$ cat src/rtl/dev_timing_vga.sv
// VGA scan timing generator: pixel tick at sys_clk/2, frame-buffer address issue and a two-tick
// colour/sync pipeline. Optional VGA_TESTPAT_EN adds a test_mode input that replaces memory data with colour bars.
module dev_timing_vga #(
  parameter int H_ACTIVE = 640,
  parameter int H_FP     = 16,
  parameter int H_SYNC   = 96,
  parameter int H_BP     = 48,
  parameter int V_ACTIVE = 480,
  parameter int V_FP     = 10,
  parameter int V_SYNC   = 2,
  parameter int V_BP     = 33
) (
  input  logic        sys_clk,
  input  logic        rst,
  input  logic        en,
`ifdef VGA_TESTPAT_EN
  input  logic        test_mode,
`endif
  output logic [12:0] rd_adrs,
  input  logic [15:0] rd_data,
  output logic [9:0]  oVGA_R,
  output logic [9:0]  oVGA_G,
  output logic [9:0]  oVGA_B,
  output logic        oVGA_HS,
  output logic        oVGA_VS,
  output logic        oVGA_BLANK,
  output logic        oVGA_SYNC,
  output logic        oVGA_CLK,
  output logic        frame_start
);

  localparam int H_TOTAL = H_ACTIVE + H_FP + H_SYNC + H_BP;
  localparam int V_TOTAL = V_ACTIVE + V_FP + V_SYNC + V_BP;
  localparam int HB      = $clog2(H_TOTAL);
  localparam int VB      = $clog2(V_TOTAL);
  localparam int HVB     = (HB > VB) ? HB : VB;
  // At least 10 bits so the colour-bar index h_cnt[9:7] always exists.
  localparam int CW      = (HVB > 10) ? HVB : 10;

  localparam logic [CW-1:0] H_LAST   = CW'(H_TOTAL - 1);
  localparam logic [CW-1:0] V_LAST   = CW'(V_TOTAL - 1);
  localparam logic [CW-1:0] H_ACT    = CW'(H_ACTIVE);
  localparam logic [CW-1:0] V_ACT    = CW'(V_ACTIVE);
  localparam logic [CW-1:0] HS_START = CW'(H_ACTIVE + H_FP);
  localparam logic [CW-1:0] HS_END   = CW'(H_ACTIVE + H_FP + H_SYNC - 1);
  localparam logic [CW-1:0] VS_START = CW'(V_ACTIVE + V_FP);
  localparam logic [CW-1:0] VS_END   = CW'(V_ACTIVE + V_FP + V_SYNC - 1);
  localparam logic [CW-1:0] CNT_ONE  = CW'(1);
  localparam logic [12:0]   ADR_STRIDE = 13'(H_ACTIVE / 8);

  logic          r_pix_en;
  logic          r_vga_clk;
  logic [CW-1:0] r_h_cnt;
  logic [CW-1:0] r_v_cnt;
  logic [12:0]   r_adrs;
  logic          r_hs_p1;
  logic          r_vs_p1;
  logic          r_act_p1;
  logic [9:0]    r_red;
  logic [9:0]    r_grn;
  logic [9:0]    r_blu;
  logic          r_hs;
  logic          r_vs;
  logic          r_blank;
`ifdef VGA_TESTPAT_EN
  logic [2:0]    r_bar_p1;
`endif

  logic          w_hs_raw;
  logic          w_vs_raw;
  logic          w_act_raw;
  logic [12:0]   w_adrs;
  logic [9:0]    w_red;
  logic [9:0]    w_grn;
  logic [9:0]    w_blu;
  logic          w_unused_msb;

  assign w_hs_raw  = (r_h_cnt >= HS_START) && (r_h_cnt <= HS_END);
  assign w_vs_raw  = (r_v_cnt >= VS_START) && (r_v_cnt <= VS_END);
  assign w_act_raw = (r_h_cnt < H_ACT) && (r_v_cnt < V_ACT);
  // One frame-buffer word covers an 8x8 pixel block.
  assign w_adrs    = 13'(r_v_cnt >> 3) * ADR_STRIDE + 13'(r_h_cnt >> 3);
  assign w_unused_msb = rd_data[15];

  always_comb begin
    w_red = {rd_data[14:10], rd_data[14:10]};
    w_grn = {rd_data[9:5],   rd_data[9:5]};
    w_blu = {rd_data[4:0],   rd_data[4:0]};
`ifdef VGA_TESTPAT_EN
    if (test_mode) begin
      w_red = {10{r_bar_p1[2]}};
      w_grn = {10{r_bar_p1[1]}};
      w_blu = {10{r_bar_p1[0]}};
    end
`endif
  end

  // Stage 1 issues rd_adrs; rd_data settles one sys_clk later, and stage 2
  // samples it on the next pixel tick together with the delayed sync/blank.
  always_ff @(posedge sys_clk) begin
    if (rst || !en) begin
      r_pix_en  <= 1'b0;
      r_vga_clk <= 1'b1;
      r_h_cnt   <= '0;
      r_v_cnt   <= '0;
      r_adrs    <= '0;
      r_hs_p1   <= 1'b1;
      r_vs_p1   <= 1'b1;
      r_act_p1  <= 1'b0;
      r_red     <= '0;
      r_grn     <= '0;
      r_blu     <= '0;
      r_hs      <= 1'b1;
      r_vs      <= 1'b1;
      r_blank   <= 1'b0;
`ifdef VGA_TESTPAT_EN
      r_bar_p1  <= '0;
`endif
    end else begin
      r_pix_en  <= ~r_pix_en;
      r_vga_clk <= ~r_pix_en;
      if (r_pix_en) begin
        if (r_h_cnt == H_LAST) begin
          r_h_cnt <= '0;
          r_v_cnt <= (r_v_cnt == V_LAST) ? '0 : r_v_cnt + CNT_ONE;
        end else begin
          r_h_cnt <= r_h_cnt + CNT_ONE;
        end
        if (w_act_raw) r_adrs <= w_adrs;
        r_hs_p1  <= ~w_hs_raw;
        r_vs_p1  <= ~w_vs_raw;
        r_act_p1 <= w_act_raw;
`ifdef VGA_TESTPAT_EN
        r_bar_p1 <= r_h_cnt[9:7];
`endif
        r_red   <= r_act_p1 ? w_red : '0;
        r_grn   <= r_act_p1 ? w_grn : '0;
        r_blu   <= r_act_p1 ? w_blu : '0;
        r_hs    <= r_hs_p1;
        r_vs    <= r_vs_p1;
        r_blank <= r_act_p1;
      end
    end
  end

  assign rd_adrs     = r_adrs;
  assign oVGA_R      = r_red;
  assign oVGA_G      = r_grn;
  assign oVGA_B      = r_blu;
  assign oVGA_HS     = r_hs;
  assign oVGA_VS     = r_vs;
  assign oVGA_BLANK  = r_blank;
  assign oVGA_SYNC   = 1'b0;
  assign oVGA_CLK    = r_vga_clk;
  assign frame_start = r_pix_en && (r_h_cnt == '0) && (r_v_cnt == '0);

endmodule

$ cat config.mk
export PLATFORM = sky130hd
export DESIGN_NAME = dev_timing_vga
export DESIGN_NICKNAME = d
export VERILOG_FILES = /design/src/rtl/dev_timing_vga.sv
export SDC_FILE = /design/constraint.sdc
export NUM_CORES = 1
export LEC_CHECK = 0
export CAP_MARGIN = 30
export CORE_AREA = 4 4 117 63
export CTS_CLUSTER_DIAMETER = 80
export CTS_CLUSTER_SIZE = 25
export DETAILED_ROUTE_END_ITERATION = 12
export DIE_AREA = 0 0 121 67
export PLACE_DENSITY = 0.77
export SLEW_MARGIN = 20
export SYNTH_ARGS = -nofsm -noshare
export SYNTH_HDL_FRONTEND = slang
export SYNTH_SLANG_ARGS = --single-unit
$ cat constraint.sdc
create_clock -name sys_clk -period 2.6 [get_ports sys_clk]
set_input_delay 0.78 -clock sys_clk [delete_from_list [all_inputs] [get_ports sys_clk]]
set_output_delay 0.78 -clock sys_clk [all_outputs]
set_load 0.05 [all_outputs]
==> results of run 1 <==
final timing paths:
kind                            cells past startpoint                       end  slack (ps)
worst min register to register                      2   rd_adrs[7]$_SDFFE_PP0P_         460
worst max register to register                      7  rd_adrs[12]$_SDFFE_PP0P_          90
worst min-delay path                                2   rd_adrs[7]$_SDFFE_PP0P_         460
worst max-delay path                                7  rd_adrs[12]$_SDFFE_PP0P_          90
layout make-up:
| class | instances | area [sq um] |
|---|---|---|
| Clock buffer | 5 | 125.1 |
| Clock inverter | 3 | 68.82 |
| Fill cell | 549 | 2691 |
| Inverter | 6 | 22.52 |
| Multi-Input combinational cell | 210 | 1524 |
| Sequential cell | 56 | 1121 |
| Tap cell | 92 | 115.1 |
| Timing Repair Buffer | 79 | 769.5 |
report_power, final:
| group | internal, uW | leakage [uW] | total, uW | switching [uW] |
|---|---|---|---|---|
| clock | 556 | 0.0000944 | 874 | 318 |
| combinational | 49.5 | 0.000918 | 109 | 59.6 |
| sequential | 862 | 0.000452 | 865 | 3.23 |
| total | 1470 | 0.00146 | 1850 | 381 |
worst register-to-register path: stages (launching register included):
cell	delay, ps
dfxtp_1	480
ha_1	330
fa_1	500
xnor2_1	160
nand4b_1	280
nor4b_2	350
mux2i_1	110
a31o_2	210
synth_stat cells, types with 2 or more instances:
| library cell | instances | area share (%) |
|---|---|---|
| inv_1 | 6 | 0.80 |
| a21oi_1 | 9 | 1.6 |
| a22o_1 | 15 | 4.7 |
| nor4_1 | 4 | 0.89 |
| nand2b_1 | 4 | 0.89 |
| nor2b_1 | 3 | 0.67 |
| xnor2_1 | 7 | 2.2 |
| nand4_1 | 6 | 1.3 |
| clkbuf_1 | 7 | 0.94 |
| mux2i_1 | 10 | 3.6 |
| xor2_1 | 15 | 4.7 |
| buf_4 | 16 | 4.3 |
| nand3_1 | 5 | 0.89 |
| dfxtp_1 | 56 | 40 |
| ha_1 | 18 | 8.0 |
| a211oi_1 | 5 | 1.3 |
| nand4b_1 | 2 | 0.62 |
| or3_1 | 3 | 0.67 |
| nor2_1 | 35 | 4.7 |
| a21o_1 | 3 | 0.80 |
| and3_1 | 5 | 1.1 |
| buf_2 | 3 | 0.53 |
| nor4b_1 | 2 | 0.62 |
| fa_1 | 2 | 1.4 |
| nand2_1 | 24 | 3.2 |
| o21ai_0 | 9 | 1.6 |
logic make-up (layout without fill, tap and decap cells):
group                    Yosys count  after routing  synth area share (%)
XOR/XNOR                          22             22                 6.857
multiplexers                      10             10                 3.562
adder cells (fa/ha/maj)           20             20                 9.439
buffers and inverters             32             93                 6.545
AND/OR/NAND/NOR                  103            103                 19.19
AO/OA/AOI/OAI                     54             54                 14.38
flip-flops                        56             56                 39.89
other                              1              1                0.1334
registers in the layout, summed over array words and instances (netlist names), 5 cells and up:
name     flops
oVGA_G       5
rd_adrs     13
oVGA_R       5
r_h_cnt     10
oVGA_B       5
r_v_cnt     10
routing by layer:
| layer | global-route usage [%] | vias to the layer above | wire length [microns] |
|---|---|---|---|
| met5 | 0 | - | 0 |
| met4 | 4.237 | 0 | 65 |
| met3 | 6.022 | 9 | 509 |
| met2 | 24.46 | 70 | 2805 |
| met1 | 26.07 | 1061 | 3553 |
| li1 | - | 1151 | - |
through the flow:
stage | power [uW] | cell area [sq um]
floorplan | 940.3 | 2810
global placement | 989.2 | 3522
detailed placement | 993.4 | 3533
CTS | 1867 | 3727
global route | 1911 | 3746
finish | 1848 | 3746
==> impl_metrics.py, run 1 <==
metrics = {
    "run_status": {
        "outcome": "completed",
    },
    "critical_path": {
        "cp-startpoint": "r_v_cnt[5]$_SDFFE_PP0P_",
        "crit_path_cell_trace": "ha_1 -> fa_1 -> xnor2_1 -> nand4b_1 -> nor4b_2 -> mux2i_1 -> a31o_2",
        "critPathKind": "flip-flop to flip-flop",
        "worstPathRequired_ps": 2790,
        "slowest_delay_ps": 500,
        "cp_top_family": "adder cells",
        "worstPathArrival_ps": 2700,
        "cp-end-kind": "flip-flop",
        "crit_slowest_cell": "fa_1",
        "critPathBufInv": 0,
        "cp-start-kind": "flip-flop",
        "worstPathMaxFanout": 6,
        "r2r-start": "r_v_cnt[5]$_SDFFE_PP0P_",
    },
    "die": {
        "coreArea_sq_um": 6437,
        "num_rows": 21,
        "die_width_microns": 121,
        "die_h_microns": 67,
        "ios": 68,
        "start_util_pct": 43.65,
        "die_area_sq_um": 8107,
    },
    "clocking": {
        "clkLatencyLatePin_ps": 300,
        "cts_num_sinks": 56,
        "ctsLongestPathBuffers": 2,
        "postCtsSetupBuffers": 0,
        "ctsHoldBuffers": 0,
        "path_clk_slew_ps": 70,
        "cts_tree": "yes",
        "root_buffer": "clkbuf_16",
        "cts_max_level": 2,
        "cts_buffers": 5,
        "cts_resized": 0,
    },
    "detailed_routing": {
        "vias": 2291,
        "via_per_inst": 5.080,
        "drtIter0Drc": 151,
        "drt-pass1-iter-count": 4,
        "drcViolationCount": 0,
        "routedWlPerCell_microns": 15.37,
        "wirelength_microns": 6934,
        "drtAntennaViolNets": 0,
    },
    "timing": {
        "max_slew_margin_pct": 61.84,
        "fin_setup_tns_ps": 0,
        "drv_slew": 0,
        "setup_viol": 0,
        "hold_viol": 0,
        "worst_pin_slew_ps": 570.3,
        "worst_clock_skew_ps": 6.378,
        "fmax_mhz": 398.3,
        "timing.final.ws_setup_ps": 89.30,
        "period_share_pct": 96.57,
        "hold_slack_ps": 458.1,
        "rsz0062_at_grt": "false",
        "min_period_ps": 2511,
    },
    "pwr": {
        "irDropWorstVdd_v": 0.0002728,
        "power.leakage_uw": 0.001465,
        "power.density_nw_per_um2": 493.3,
    },
    "synthesis": {
        "synth_nets": 337,
        "yosysWarnings": 0,
        "ys_seq_elements": 56,
        "syn_area_sq_um": 2810,
        "async_flop_share_pct": 0,
        "synth.distinct_cells": 50,
        "yosys_most_used_dff": "dfxtp_1",
        "syn_inst": 298,
        "yosysSeqAreaShare_pct": 39.89,
        "syn_avg_cell_area_sq_um": 9.430,
        "synth_edf_count": 0,
    },
    "finish": {
        "final_util_pct": 58.19,
        "nets": 397,
        "final_cell_mix": "clkdlybuf4s50_1, dfxtp_1, nor2_1",
        "synthToLayoutAreaGrowth_pct": 33.30,
        "drive_above_1_share_pct": 10.31,
        "diodes": 0,
        "final_common_cell": "clkdlybuf4s50_1",
        "fin_cells": 451,
    },
    "grt": {
        "antenna_found_initial": 0,
        "overflow": 0,
        "track_usage_pct": 17.76,
        "grt_max_degree": 20,
        "grt_pass1_wl_microns": 11130,
        "grt_pass1_vias": 2138,
    },
    "place": {
        "post-place-cells": 443,
        "routabilityCongestion": 0.9580,
        "numPortBuffers": 65,
        "pre_cts_slack_ps": 109.5,
        "dp_hpwl_microns": 5194,
    },
    "hold_path": {
        "min_from": "rd_adrs[7]$_SDFFE_PP0P_",
        "hold_class": "flip-flop to flip-flop",
    },
    "run": {
        "drv_cap": 0,
    },
}
No activity file was read; power rests on OpenSTA's default activity.
==> inputs of run 2 (changes only) <==
--- a/config.mk
+++ b/config.mk
@@ -7,7 +7,6 @@
 export LEC_CHECK = 0
 export CAP_MARGIN = 30
 export CORE_AREA = 4 4 117 63
-export CTS_CLUSTER_DIAMETER = 80
 export CTS_CLUSTER_SIZE = 25
 export DETAILED_ROUTE_END_ITERATION = 12
 export DIE_AREA = 0 0 121 67
==> results of run 2 <==
Same layout as run 1: the final DEF is identical, and so are final timing and power.
==> inputs of run 3 (changes only) <==
--- a/config.mk
+++ b/config.mk
@@ -7,7 +7,6 @@
 export LEC_CHECK = 0
 export CAP_MARGIN = 30
 export CORE_AREA = 4 4 117 63
-export CTS_CLUSTER_SIZE = 25
 export DETAILED_ROUTE_END_ITERATION = 12
 export DIE_AREA = 0 0 121 67
 export PLACE_DENSITY = 0.77
==> results of run 3 <==
Same layout as run 1: the final DEF is identical, and so are final timing and power.
